**src/rtl/alu_pkg.sv**
```systemverilog
// ---------------------------------------------------------------------------
// alu_pkg
// Shared definitions for the bit-serial ALU responder:
//   - ALUOp encodings (same as the combinational 6-bit ALU)
//   - responder FSM state enum
//   - opcode classification helpers
// ---------------------------------------------------------------------------
package alu_pkg;

    localparam logic [3:0] OP_AND = 4'b0000;
    localparam logic [3:0] OP_OR  = 4'b0001;
    localparam logic [3:0] OP_ADD = 4'b0010;
    localparam logic [3:0] OP_SUB = 4'b0110;
    localparam logic [3:0] OP_NOR = 4'b1100;

    typedef enum logic [1:0] {
        IDLE = 2'd0,
        BUSY = 2'd1,
        DONE = 2'd2
    } state_t;

    // True for the five opcodes the ALU defines.
    function automatic logic is_legal_op(input logic [3:0] op);
        return (op == OP_AND) || (op == OP_OR) || (op == OP_ADD) ||
               (op == OP_SUB) || (op == OP_NOR);
    endfunction

    // Only the arithmetic opcodes report a carry out.
    function automatic logic is_arith_op(input logic [3:0] op);
        return (op == OP_ADD) || (op == OP_SUB);
    endfunction

endpackage

```
**src/rtl/alu_bit_slice.sv**
```systemverilog
// ---------------------------------------------------------------------------
// alu_bit_slice
// One-bit ALU cell. Operand inversion is applied first, then op selects
// AND / OR / full-adder sum. The adder carry is always produced.
// Ports:
//   a, b     in   operand bits
//   cin      in   carry into this bit
//   Ainvert  in   invert a before the function
//   Bnegate  in   invert b before the function
//   op       in   00 AND, 01 OR, 10 SUM, 11 -> 0
//   res      out  result bit
//   cout     out  carry out of the full adder
// ---------------------------------------------------------------------------
module alu_bit_slice (
    input  logic       a,
    input  logic       b,
    input  logic       cin,
    input  logic       Ainvert,
    input  logic       Bnegate,
    input  logic [1:0] op,
    output logic       res,
    output logic       cout
);

    logic ai;
    logic bi;

    assign ai   = a ^ Ainvert;
    assign bi   = b ^ Bnegate;
    assign cout = (ai & bi) | (ai & cin) | (bi & cin);

    always_comb begin
        res = 1'b0;
        case (op)
            2'b00:   res = ai & bi;
            2'b01:   res = ai | bi;
            2'b10:   res = ai ^ bi ^ cin;
            default: res = 1'b0;
        endcase
    end

endmodule

```
**src/rtl/alu_serial_responder.sv**
```systemverilog
// ---------------------------------------------------------------------------
// alu_serial_responder
// Bit-serial ALU behind a valid/ready request/response handshake. One result
// bit is computed per clock, LSB first, by a single reused alu_bit_slice.
// Accept at edge T -> rsp_valid high after edge T+WIDTH; response held until
// rsp_ready, then back to IDLE (req_ready returns the cycle after).
//
// Optional feature: define ALU_ZERO_FLAG_EN to add the Zero output
// (combinational Result == 0).
//
// Ports:
//   clk, reset          clock, synchronous active-high reset
//   req_valid/req_ready request handshake (req_ready high only in IDLE)
//   a, b, CarryIn       operands and carry into bit 0 (ADD only)
//   ALUOp               0000 AND, 0001 OR, 0010 ADD, 0110 SUB, 1100 NOR
//   rsp_valid/rsp_ready response handshake
//   Result, CarryOut    result and carry out (0 for non-arithmetic ops)
//   rsp_err             ALUOp was illegal (Result/CarryOut forced to 0)
//   Zero                [ALU_ZERO_FLAG_EN] Result == 0
// ---------------------------------------------------------------------------
module alu_serial_responder
    import alu_pkg::*;
#(
    parameter int WIDTH = 6
) (
    input  logic             clk,
    input  logic             reset,
    input  logic             req_valid,
    output logic             req_ready,
    input  logic [WIDTH-1:0] a,
    input  logic [WIDTH-1:0] b,
    input  logic             CarryIn,
    input  logic [3:0]       ALUOp,
    output logic             rsp_valid,
    input  logic             rsp_ready,
    output logic [WIDTH-1:0] Result,
    output logic             CarryOut,
`ifdef ALU_ZERO_FLAG_EN
    output logic             Zero,
`endif
    output logic             rsp_err
);

    localparam int            IW   = (WIDTH > 1) ? $clog2(WIDTH) : 1;
    localparam logic [IW-1:0] LAST = IW'(WIDTH - 1);

    state_t           state;
    logic [WIDTH-1:0] a_q;
    logic [WIDTH-1:0] b_q;
    logic [3:0]       op_q;
    logic             carry_q;   // running carry into bit idx
    logic             err_q;     // captured illegal-opcode flag
    logic [IW-1:0]    idx;

    logic             s_res;
    logic             s_cout;

    // Single slice, fed from the captured operands at the current bit index.
    alu_bit_slice u_slice (
        .a       (a_q[idx]),
        .b       (b_q[idx]),
        .cin     (carry_q),
        .Ainvert (op_q[3]),
        .Bnegate (op_q[2]),
        .op      (op_q[1:0]),
        .res     (s_res),
        .cout    (s_cout)
    );

    always_ff @(posedge clk) begin
        if (reset) begin
            state     <= IDLE;
            idx       <= '0;
            a_q       <= '0;
            b_q       <= '0;
            op_q      <= OP_AND;
            carry_q   <= 1'b0;
            err_q     <= 1'b0;
            Result    <= '0;
            CarryOut  <= 1'b0;
            rsp_err   <= 1'b0;
            rsp_valid <= 1'b0;
            req_ready <= 1'b1;
        end else begin
            case (state)
                IDLE: begin
                    if (req_valid && req_ready) begin
                        a_q       <= a;
                        b_q       <= b;
                        op_q      <= ALUOp;
                        // Subtraction needs the +1 of two's complement, so a
                        // negated b forces the initial carry high.
                        carry_q   <= ALUOp[2] | CarryIn;
                        err_q     <= ~is_legal_op(ALUOp);
                        idx       <= '0;
                        Result    <= '0;
                        CarryOut  <= 1'b0;
                        rsp_err   <= 1'b0;
                        req_ready <= 1'b0;
                        state     <= BUSY;
                    end
                end

                BUSY: begin
                    // Illegal opcodes still walk every bit but write zeros.
                    Result[idx] <= s_res & ~err_q;
                    carry_q     <= s_cout;
                    idx         <= idx + 1'b1;
                    if (idx == LAST) begin
                        CarryOut  <= s_cout & is_arith_op(op_q);
                        rsp_err   <= err_q;
                        rsp_valid <= 1'b1;
                        state     <= DONE;
                    end
                end

                DONE: begin
                    // Outputs hold here until the consumer takes them.
                    if (rsp_ready) begin
                        rsp_valid <= 1'b0;
                        req_ready <= 1'b1;
                        state     <= IDLE;
                    end
                end

                default: begin
                    state     <= IDLE;
                    rsp_valid <= 1'b0;
                    req_ready <= 1'b1;
                end
            endcase
        end
    end

`ifdef ALU_ZERO_FLAG_EN
    assign Zero = (Result == '0);
`endif

endmodule

```
**config.mk**
```make
export PLATFORM = sky130hd
export DESIGN_NAME = alu_serial_responder
export DESIGN_NICKNAME = d
export VERILOG_FILES = /design/src/rtl/alu_pkg.sv /design/src/rtl/alu_bit_slice.sv /design/src/rtl/alu_serial_responder.sv
export SDC_FILE = /design/constraint.sdc
export NUM_CORES = 1
export LEC_CHECK = 0
export ABC_AREA = 0
export CAP_MARGIN = 40
export CORE_MARGIN = 1
export CORE_UTILIZATION = 39
export CTS_BUF_LIST = sky130_fd_sc_hd__clkbuf_8 sky130_fd_sc_hd__clkbuf_16
export CTS_CLUSTER_SIZE = 30
export DETAILED_ROUTE_END_ITERATION = 6
export GPL_TIMING_DRIVEN = 0
export SYNTH_ARGS = -nofsm -noshare
export SYNTH_HDL_FRONTEND = slang
export SYNTH_HIERARCHICAL = 1
export SYNTH_SLANG_ARGS = --single-unit
```
**constraint.sdc**
```tcl
create_clock -name clk -period 3.52 [get_ports clk]
set_clock_uncertainty 0.05 [all_clocks]
set_input_delay 1.056 -clock clk [delete_from_list [all_inputs] [get_ports clk]]
set_output_delay 1.056 -clock clk [all_outputs]
set_load 0.02 [all_outputs]
```
==> qor.txt <==
Yosys warns - 6
Unrepaired setup endpoints after global routing - false
Worst setup SP type - flop
Pwr/cell area - 453 nW/µm²
Congestion Overflow GR - 0
Die ar. - 4510 µm²
Top sig layer - met4
First-pass GRT wire length - 5930 µm
WP buf/inv - 1
Area delta synth->final - 29.4%
CTS Buf Count - 5
HP Class - flop to flop
Placed cell area - 2010 µm²
Largest net degree at the start of global routing - 12
Worst Max-Slew Pin Slew - 0.661 ns
CTS-repair resized insts - 0
Initial antenna violation count - 0
Met3 WL - 129 µm
CP max FO - 6
Post-synthesis register bit count - 33
Initial DRC Count - 35
Max-cap violations - 0
Crit path kind - flop to flop
Tcrit/Tclk final - 76.1%
Synthesized Nets - 207
Final Hold Fails - 0
CP required - 3.63 ns
RR Endpoint - Result[0]
Reg clk slew, reported paths - 0.07 ns
Status - complete, no violations
Initial Util - 41.1%
Final GP Congestion - 0.807
Internal power - 742 µW
Share of power burned in registers - 41.8%
Via count - 1378
ANT nets after route - 0
Residual DRC count - 0
Hold buffer count at cts - 0
Register area share after synthesis - 39.9%
Num rows - 23
Fraction of layout cells with a size suffix above 1 - 17.4%
Die width - 67.2 µm
Final setup violation count - 0
Worst Hold End - b_q[0]
Ys flop type - dfxtp_1
Longest Clk Path Bufs - 2
DR pass1 iterations - 5
Max-slew headroom - 55.9%
Cell count after placement - 260
Maximum vdd drop - 368 µV
Cell area after layout - 2140 µm²
Launch point of the worst reg-to-reg path - idx[0]
R2R Setup Slk - 0.84 ns
Setup TNS - 0 ns
Clock network fraction of design power - 43.6%
Ports - 31
Minimum clock period - 2.68 ns
Total power - 969 µW
Finished Layout Cells - 268
Core area - 4030 µm²
Post-Syn Area - 1660 µm²
Final Max Slew Viols - 0
H-tree depth - 2
DRT Wirelength - 3680 µm
Count of different cell masters after synthesis - 40
Vias per std cell - 5.14
Leakage - 0.000776 µW
Crit path max-delay cell type - mux4_2
CP arrival - 2.79 ns
Hold path depth - 2
CP Cell Sequence - mux4_2 > inv_1 > o22ai_1 > xor2_1 > fa_1 > mux2i_1 > o22ai_1 > nand3b_1 > mux2i_1
PortBufs - 29
Ys async rst share - 0%
Root Driver - clkbuf_8
Die height - 67.2 µm
Met2 WL - 1840 µm
Postcts setup bufs - 0
Mapped Cells - 181
NetSw - 228 µW
Hpwl dp - 2700 µm
Vias in the first global route - 1313
Final net count - 243
CTS tree - yes
Max Freq - 0.373 GHz
Delay-heaviest family, CP - multiplexers
Comb power frac - 14.6%
R2R depth - 9
Drt wl/cell - 13.7 µm
Clock sinks - 33
Crit. End Element - flop
Sw frac - 23.5%
Syn Area/Cell - 9.15 µm²
EDFF count, synth - 0
Ant diodes - 0
Worst hold start - b_q[0]
CP max stage delay - 0.55 ns
Routed met1 length - 1660 µm
Skew-Pair Late Insertion Delay - 0.28 ns
Fillers - 370
Overall routing resource usage - 17.9%
Hold_ws - 0.404 ns
[registers in the layout (all words and copies together), names as in the netlist]
signal / cells
rsp_err: 1
idx: 3
b_q: 6
op_q: 4
a_q: 6
err_q: 1
Result: 6
CarryOut: 1
state: 2
rsp_valid: 1
carry_q: 1
req_ready: 1
[Yosys cell counts (2+ instances only)]
cell	instances	share of area, %
buf_2	5	1.5
nand2b_1	5	1.9
o21ai_0	2	0.60
buf_4	3	1.4
nor3_1	2	0.60
mux2i_1	10	6.0
nand3_1	11	3.3
nand2_1	35	7.9
a31oi_1	2	0.76
nand3b_1	2	0.91
nor4_1	3	1.1
inv_1	6	1.4
buf_6	2	1.4
dfxtp_1	33	40
a21oi_1	14	4.2
xor2_1	3	1.6
mux4_2	2	2.7
nand4b_1	2	1.1
nor2_1	2	0.45
nand4bb_1	2	1.4
nand4_1	2	0.76
ha_1	4	3.0
a21oi_2	9	4.8
clkbuf_1	2	0.45
o22ai_1	3	1.1
[worst max-delay path by stage]
stage                     slack, ns  cells past startpoint   start        end
after floorplan                1.14                      9  idx[0]  Result[0]
after global placement         0.88                      9  idx[0]  Result[0]
after detailed placement       0.82                      9  idx[0]  Result[0]
after CTS                      0.80                      9  idx[0]  Result[0]
after global routing           0.60                      9  idx[0]  Result[0]
final                          0.84                      9  idx[0]  Result[0]
[cell usage in the layout, fill, tap and decap left out, drive strengths merged, types with 3 or more instances in the layout]
| cell type | netlist | layout |
|---|---|---|
| buf | 11 | 11 |
| mux2i | 10 | 10 |
| nor4 | 3 | 3 |
| xor2 | 3 | 3 |
| dfxtp | 33 | 33 |
| nand3 | 11 | 11 |
| ha | 4 | 4 |
| o22ai | 3 | 3 |
| a21oi | 23 | 23 |
| clkbuf | 2 | 7 |
| inv | 6 | 6 |
| nand2b | 6 | 6 |
| clkdlybuf4s50 | 0 | 29 |
| nand2 | 36 | 36 |
[per-stage QoR]
stage | util, % | setup slack (ns)
global route | 53.2 | 0.603
floorplan | - | 1.14
CTS | 53.2 | 0.799
global placement | 49.8 | 0.883
finish | 53.2 | 0.842
detailed placement | 49.8 | 0.822
[cell type report]
type	instances	area (µm²)	share of cell area, %
sequential	33	661	30.8
multi-input combinational	128	876	40.9
buffer	13	92.6	4.32
timing repair buffer	29	290	13.6
inverter	7	26.3	1.23
clock buffer	5	68.8	3.21
clock inverter	3	65.1	3.04
tap	50	62.6	2.92
[worst min-delay path, stage by stage (launching register included)]
cell	delay, ns
dfxtp_1	0.31
nand2_1	0.05
a21oi_1	0.05
[power by group through the flow]
stage	Combinational [µW]	Sequential (µW)	Clock [µW]
after floorplan	93.4	412	0
after global placement	140	413	0
after detailed placement	142	414	0
after CTS	143	405	429
after global routing	156	407	446
final	141	405	423
[layer usage]
metal	vias up	GRT usage [%]
met5	-	0
met4	0	8.24
met3	5	3.89
met2	23	30.6
met1	650	21.3
li1	700	-
[cells by family (layout without fill, tap and decap cells)]
kind of cell             count (synthesis)  after routing  synth area share [%]
buffers and inverters                   20             57                  7.18
AO/OA/AOI/OAI                           32             32                  12.5
adder cells (fa/ha/maj)                  5              5                  4.23
flip-flops                              33             33                  39.9
AND/OR/NAND/NOR                         75             75                  25.1
XOR/XNOR                                 3              3                  1.59
multiplexers                            13             13                  9.45
Power figures use the tool's default switching activity.
